--- config.mk ---
export PLATFORM = sky130hd
export DESIGN_NAME = block_ram_arbiter
export DESIGN_NICKNAME = d
export VERILOG_FILES = /design/src/rtl/block_ram_arbiter_rr_priority_select.sv /design/src/rtl/block_ram_arbiter.sv
export SDC_FILE = /design/constraint.sdc
export NUM_CORES = 1
export LEC_CHECK = 0
export ABC_AREA = 1
export CORE_MARGIN = 1.5
export CORE_UTILIZATION = 36
export DETAILED_ROUTE_END_ITERATION = 8
export HOLD_SLACK_MARGIN = 0.06
export PLACE_DENSITY = 0.87
export SLEW_MARGIN = 0
export SYNTH_ARGS = -nofsm -noshare
export SYNTH_HDL_FRONTEND = slang
export SYNTH_SLANG_ARGS = --single-unit
--- constraint.sdc ---
create_clock -name clk -period 1.45 [get_ports clk]
set_input_delay 0.29 -clock clk [delete_from_list [all_inputs] [get_ports clk]]
set_output_delay 0.29 -clock clk [all_outputs]
set_load 0.01 [all_outputs]
--- src/rtl/block_ram_arbiter_rr_priority_select.sv ---
// Combinational round-robin pick: the first set request at or above the pointer,
// otherwise the lowest set request overall. Grant is one-hot or zero.
module rr_priority_select #(
  parameter int NUM_REQ = 2,
  parameter int PTR_W   = $clog2(NUM_REQ)
) (
  input  logic [NUM_REQ-1:0] i_req,
  input  logic [PTR_W-1:0]   i_ptr,
  output logic [NUM_REQ-1:0] o_grant
);
  localparam logic [NUM_REQ-1:0] ONE = {{(NUM_REQ-1){1'b0}}, 1'b1};

  logic [NUM_REQ-1:0] w_mask;
  logic [NUM_REQ-1:0] w_hi_req;
  logic [NUM_REQ-1:0] w_hi_grant;
  logic [NUM_REQ-1:0] w_lo_grant;

  // Requests at or above the pointer form the higher-priority window
  always_comb begin
    w_mask = {NUM_REQ{1'b0}};
    for (int i = 0; i < NUM_REQ; i++) begin
      w_mask[i] = (PTR_W'(i) >= i_ptr);
    end
  end

  // Isolate the lowest set bit of each window; the upper window wins when non-empty
  always_comb begin
    w_hi_req   = i_req & w_mask;
    w_hi_grant = w_hi_req & (~w_hi_req + ONE);
    w_lo_grant = i_req & (~i_req + ONE);
    if (|w_hi_req) begin
      o_grant = w_hi_grant;
    end else begin
      o_grant = w_lo_grant;
    end
  end
endmodule

--- src/rtl/block_ram_arbiter.sv ---
// Round-robin arbiter sharing one simple dual-port RAM among NUM_REQ requesters.
// Accepted commands drive the RAM one cycle later; read data returns one cycle after that.
module block_ram_arbiter #(
  parameter int NUM_REQ    = 2,
  parameter int BYTE_WIDTH = 1,
  parameter int ADDR_WIDTH = 1
) (
  input  logic                            clk,
  input  logic                            rstn,
  input  logic [NUM_REQ-1:0]              req,
  input  logic [NUM_REQ-1:0]              req_we,
  input  logic [NUM_REQ*BYTE_WIDTH-1:0]   req_ben,
  input  logic [NUM_REQ*ADDR_WIDTH-1:0]   req_addr,
  input  logic [NUM_REQ*BYTE_WIDTH*8-1:0] req_wdata,
  output logic [NUM_REQ-1:0]              ack,
  output logic [NUM_REQ-1:0]              rvalid,
  output logic [BYTE_WIDTH*8-1:0]         rdata,
  output logic                            ram_wr_en,
  output logic [BYTE_WIDTH-1:0]           ram_wr_ben,
  output logic [ADDR_WIDTH-1:0]           ram_wr_addr,
  output logic [BYTE_WIDTH*8-1:0]         ram_wr_data,
  output logic                            ram_rd_en,
  output logic [ADDR_WIDTH-1:0]           ram_rd_addr,
  input  logic [BYTE_WIDTH*8-1:0]         ram_rd_data
);
  localparam int DATA_W = BYTE_WIDTH * 8;
  localparam int PTR_W  = $clog2(NUM_REQ);

  logic [NUM_REQ-1:0]    w_elig;
  logic [NUM_REQ-1:0]    w_grant;
  logic                  w_any;
  logic [PTR_W-1:0]      w_win_idx;
  logic [PTR_W-1:0]      w_next_ptr;
  logic                  w_win_we;
  logic [BYTE_WIDTH-1:0] w_win_ben;
  logic [ADDR_WIDTH-1:0] w_win_addr;
  logic [DATA_W-1:0]     w_win_wdata;

  logic [PTR_W-1:0]      r_ptr;
  logic [NUM_REQ-1:0]    r_ack;
  logic [NUM_REQ-1:0]    r_tag_rd;
  logic [NUM_REQ-1:0]    r_tag_rv;
  logic                  r_wr_en;
  logic                  r_rd_en;
  logic [BYTE_WIDTH-1:0] r_wr_ben;
  logic [ADDR_WIDTH-1:0] r_wr_addr;
  logic [DATA_W-1:0]     r_wr_data;
  logic [ADDR_WIDTH-1:0] r_rd_addr;

  // A requester being acked this cycle is still holding its old req, so hide it
  assign w_elig = req & ~r_ack;

  rr_priority_select #(
    .NUM_REQ (NUM_REQ),
    .PTR_W   (PTR_W)
  ) u_rr_priority_select (
    .i_req   (w_elig),
    .i_ptr   (r_ptr),
    .o_grant (w_grant)
  );

  // One-hot grant selects the winner's index and command fields (AND-OR mux)
  always_comb begin
    w_any       = |w_grant;
    w_win_idx   = {PTR_W{1'b0}};
    w_win_we    = 1'b0;
    w_win_ben   = {BYTE_WIDTH{1'b0}};
    w_win_addr  = {ADDR_WIDTH{1'b0}};
    w_win_wdata = {DATA_W{1'b0}};
    for (int i = 0; i < NUM_REQ; i++) begin
      w_win_idx   = w_win_idx   | (w_grant[i] ? PTR_W'(i) : {PTR_W{1'b0}});
      w_win_we    = w_win_we    | (w_grant[i] & req_we[i]);
      w_win_ben   = w_win_ben   | ({BYTE_WIDTH{w_grant[i]}} & req_ben[i*BYTE_WIDTH +: BYTE_WIDTH]);
      w_win_addr  = w_win_addr  | ({ADDR_WIDTH{w_grant[i]}} & req_addr[i*ADDR_WIDTH +: ADDR_WIDTH]);
      w_win_wdata = w_win_wdata | ({DATA_W{w_grant[i]}} & req_wdata[i*DATA_W +: DATA_W]);
    end
  end

  // Priority moves to the requester after the winner, wrapping at NUM_REQ-1
  always_comb begin
    if (w_win_idx == PTR_W'(NUM_REQ - 1)) begin
      w_next_ptr = {PTR_W{1'b0}};
    end else begin
      w_next_ptr = w_win_idx + PTR_W'(1);
    end
  end

  // Control path: ack, RAM enables, read-ownership tags and the round-robin pointer
  always_ff @(posedge clk or negedge rstn) begin
    if (!rstn) begin
      r_ptr    <= {PTR_W{1'b0}};
      r_ack    <= {NUM_REQ{1'b0}};
      r_tag_rd <= {NUM_REQ{1'b0}};
      r_tag_rv <= {NUM_REQ{1'b0}};
      r_wr_en  <= 1'b0;
      r_rd_en  <= 1'b0;
    end else begin
      r_ack    <= w_grant;
      r_wr_en  <= w_any & w_win_we;
      r_rd_en  <= w_any & ~w_win_we;
      r_tag_rd <= w_win_we ? {NUM_REQ{1'b0}} : w_grant;
      r_tag_rv <= r_tag_rd;
      if (w_any) begin
        r_ptr <= w_next_ptr;
      end
    end
  end

  // Data path: command fields are captured only on acceptance and otherwise hold
  always_ff @(posedge clk or negedge rstn) begin
    if (!rstn) begin
      r_wr_ben  <= {BYTE_WIDTH{1'b0}};
      r_wr_addr <= {ADDR_WIDTH{1'b0}};
      r_wr_data <= {DATA_W{1'b0}};
      r_rd_addr <= {ADDR_WIDTH{1'b0}};
    end else begin
      if (w_any && w_win_we) begin
        r_wr_ben  <= w_win_ben;
        r_wr_addr <= w_win_addr;
        r_wr_data <= w_win_wdata;
      end
      if (w_any && !w_win_we) begin
        r_rd_addr <= w_win_addr;
      end
    end
  end

  assign ack         = r_ack;
  assign rvalid      = r_tag_rv;
  assign rdata       = ram_rd_data;
  assign ram_wr_en   = r_wr_en;
  assign ram_wr_ben  = r_wr_ben;
  assign ram_wr_addr = r_wr_addr;
  assign ram_wr_data = r_wr_data;
  assign ram_rd_en   = r_rd_en;
  assign ram_rd_addr = r_rd_addr;
endmodule

==> metrics.log <==
[metrics] run status: completed
[metrics] Relative slew margins: 0.834
[metrics] count of placed standard cells including taps: around 190
[metrics] clock root buffer: sky130_fd_sc_hd__clkbuf_4
[metrics] destination of the worst register-to-register timing path: ram_wr_addr
[metrics] layout filler cell count: 265
[metrics] final instance area: 1400 um^2
[metrics] TritonCTS buffer count: 3
[metrics] Wirelength per Cell: around 11 um
[metrics] static power due to leakage: just under 0.8 nW
[metrics] launch instance of the worst register-to-register path: ack[1]
[metrics] type of the tightest min-delay check: input pin to async pin
[metrics] horizontal die dimension: 55.1 um
[metrics] Detail Route met2 WL: 1150 um
[metrics] worst reg2reg setup slack: approximately 0.2 ns
[metrics] library cell contributing the largest single delay on the critical path: sky130_fd_sc_hd__dfrtp_1
[metrics] distinct cell type count after synthesis: 12
[metrics] max-slew violation count: 0
[metrics] sum of internal, switching and leakage power: roughly 1.7 mW
[metrics] depth of the critical timing path with buffers and inverters included: 1
[metrics] power density over the cells: ~1200 nW/um^2
[metrics] Netlist Area Pre-Place: just under 1000 um^2
[metrics] Post-Place Setup Slack: -0.133 ns
[metrics] detailed-router iteration count before antenna repair: 4
[metrics] net switching power: about 560 uW
[metrics] Final Net Count: about 200
[metrics] maximum ir drop on the vdd rail: about 630 uV
[metrics] clock tree from TritonCTS: built
[metrics] setup total negative slack: 0 ns
[metrics] Sw Ratio: 0.329
[metrics] standard-cell row count: 18
[metrics] antenna violations before repair: 0
[metrics] top routing layer used: met4
[metrics] number of cells in the finished layout apart from fillers: 190
[metrics] number of I/O port buffers: 42
[metrics] insertion delay to the later sink of the worst-skew pair: 0.30 ns
[metrics] final estimated routing congestion in global placement: approximately 0.86
[metrics] total congestion overflow after global routing: 0
[metrics] # setup viols final: 0
[metrics] combinational fraction of design power: 0.361
[metrics] routed length on met3: around 140 um
[metrics] YS warnings: 0
[metrics] Clock Sink Count: 20
[metrics] placeable core region: about 2500 um^2
[metrics] GRT Total Usage: 0.155
[metrics] die area: 3040 um^2
[metrics] Internal Pwr Total: 1.15 mW
[metrics] capturing element type of the critical path: output pin
[metrics] share of Yosys cell area claimed by the top area cell type: 0.512
[metrics] largest net degree at the start of global routing: 21
[metrics] CP Launch Point: ack[0]
[metrics] Crit path buffers/inverters: 1
[metrics] part of the total power dissipated in the clock network: 0.188
[metrics] cell type with the highest aggregate area in the netlist: sky130_fd_sc_hd__dfrtp_1
[metrics] clk slew on worst S/H paths: 0.11 ns
[metrics] post-synthesis area per instance: a little over 8 um^2
[metrics] estimated wirelength of the detail-placed design: about 1600 um
[metrics] series of cell instances along the critical path: dlygate4sd2_1
[metrics] maximum clock insertion buffer count: 2
[metrics] post-route DRC violation count: 0
[metrics] number of cells on the worst reg-to-reg path: 8
[metrics] sequential-to-total area share from yosys stat: 0.512
[metrics] worst clock skew: ~0.0065 ns
[metrics] post-route fraction of the period consumed by the critical path: 0.914
[metrics] critical path's top delay family: flip-flops
[metrics] Worst Path Required: between 1 and 1.5 ns
[metrics] RSZ-0062 raised after global routing: no
[metrics] layout-stage area growth over the synthesis result: 42.6%
[metrics] crit path capture: ack[0]
[metrics] Max Clk Rate: roughly 750 MHz
[metrics] via count: between 800 and 900
[metrics] Final Util: 0.553
[metrics] Yosys reg bits: 20
[metrics] crit path launch type: flip-flop
[metrics] starting utilization of the core area: 0.388
[metrics] vias per inst: 4.51
[metrics] Hold WS: 0.308 ns
[metrics] shortest period the worst path allows: 1.33 ns
[metrics] vias in the first global route: between 700 and 800
[metrics] largest cells by area after synthesis: sky130_fd_sc_hd__dfrtp_1 (51%), sky130_fd_sc_hd__nand2_1 (25%), sky130_fd_sc_hd__buf_4 (6.1%), sky130_fd_sc_hd__nand3_2 (4.1%), sky130_fd_sc_hd__buf_6 (3.5%)
[metrics] Ports: about 60
[metrics] number of DRC markers after the initial detailed-route iteration: 7
[metrics] Placed Area: 1370 um^2
[metrics] diode count: 0
[metrics] htree depth: 1
[metrics] Final Hold Viols: 0
[metrics] largest driver fanout on the critical path: 3
[metrics] M1 wire length: between 800 and 900 um
[metrics] pin slew with the least headroom to its limit: about 0.25 ns
[metrics] layout cells sized above 1: 0.125
[metrics] hold_buf cts: 0
[metrics] post-synthesis instance total: between 100 and 150
[metrics] wire length of the first global-routing pass: between 3000 and 4000 um
[metrics] Vert. Die Dim: around 55 um
[metrics] final wirelength: 2140 um
[metrics] Synthesized Nets: 154
[metrics] number of nets still failing antenna checks after routing: 0
[metrics] data arrival time of the worst path: between 1 and 1.5 ns
[metrics] setup ws final: 0.125 ns
[metrics] Sequential Power Share: 0.452
[metrics] Maximum Capacitance Violations: 0
[metrics] startpoint-to-endpoint class of the critical path: flip-flop to output pin
[metrics] largest stage delay on the critical path: ~0.44 ns
logic make-up (layout without fill, tap and decap cells):
logic type / count (synthesis) / count (layout) / share of synthesized area
buf+inv: 22 / 62 / 0.138
simple gates: 77 / 77 / 0.345
compound gates: 1 / 1 / 0.00511
flops: 20 / 20 / 0.512
final cells by class:
class,count,area (um^2),area share
multi-input cells,78,343,0.246
clock buffers,4,36.3,0.0260
flip-flops and latches,20,500,0.359
inverters,11,41.3,0.0296
repair buffers,47,437,0.313
well taps,30,37.5,0.0269
layer usage:
layer  up-vias  GRT usage
li1        427          -
met3         6     0.0188
met4         0      0.110
met1       389      0.151
met5         -          0
met2        35      0.298
registers in the layout, indices dropped and copies added (netlist names):
signal / count
ram_wr_en: 1
ram_wr_ben: 1
ack: 2
r_tag_rd: 2
ram_wr_addr: 1
ram_rd_addr: 1
rvalid: 2
ram_wr_data: 8
r_ptr: 1
ram_rd_en: 1
how the worst min path moves through the flow:
stage	from	endpoint	slack, ns
global route	rstn	ram_wr_en	0.35
detailed placement	r_tag_rd[0]	rvalid[0]	0.34
global placement	r_tag_rd[1]	rvalid[1]	0.34
CTS	rstn	ram_rd_en	0.31
floorplan	rstn	ack[0]	-0.006
finish	rstn	ack[1]	0.31
repair_timing:
item | 4_1_cts | 5_1_grt
gates resized for setup | 17 | 0
buffers inserted | 1 | 0
setup endpoints to repair | 17 | 0
power groups by stage:
stage / Combinational (mW) / Sequential, mW / Clock (mW)
CTS: 0.626 / 0.775 / 0.334
detailed placement: 0.700 / 0.793 / 0
floorplan: 0.283 / 0.845 / 0
global placement: 0.686 / 0.785 / 0
global route: 0.687 / 0.791 / 0.353
finish: 0.616 / 0.771 / 0.320
Yosys cell counts:
master	n
sky130_fd_sc_hd__inv_2	4
sky130_fd_sc_hd__buf_4	8
sky130_fd_sc_hd__nand2_4	1
sky130_fd_sc_hd__inv_1	7
sky130_fd_sc_hd__nand2_1	66
sky130_fd_sc_hd__buf_6	3
sky130_fd_sc_hd__nor2_1	3
sky130_fd_sc_hd__dfrtp_1	20
sky130_fd_sc_hd__o21ai_0	1
sky130_fd_sc_hd__nor2_4	2
sky130_fd_sc_hd__nand3_2	4
sky130_fd_sc_hd__nand3_1	1
layout by cell type (no fill, tap or decap):
master	instances
sky130_fd_sc_hd__nand2_4	1
sky130_fd_sc_hd__nand3_1	1
sky130_fd_sc_hd__inv_2	4
sky130_fd_sc_hd__dlygate4sd2_1	17
sky130_fd_sc_hd__buf_4	5
sky130_fd_sc_hd__clkbuf_4	3
sky130_fd_sc_hd__clkdlybuf4s50_1	25
sky130_fd_sc_hd__o21ai_0	1
sky130_fd_sc_hd__nor2_4	2
sky130_fd_sc_hd__nand3_2	4
sky130_fd_sc_hd__nor2_1	3
sky130_fd_sc_hd__dfrtp_1	20
sky130_fd_sc_hd__nand2_1	66
sky130_fd_sc_hd__inv_1	7
sky130_fd_sc_hd__clkbuf_8	1
Note: power is estimated with default switching activity, not from simulation.
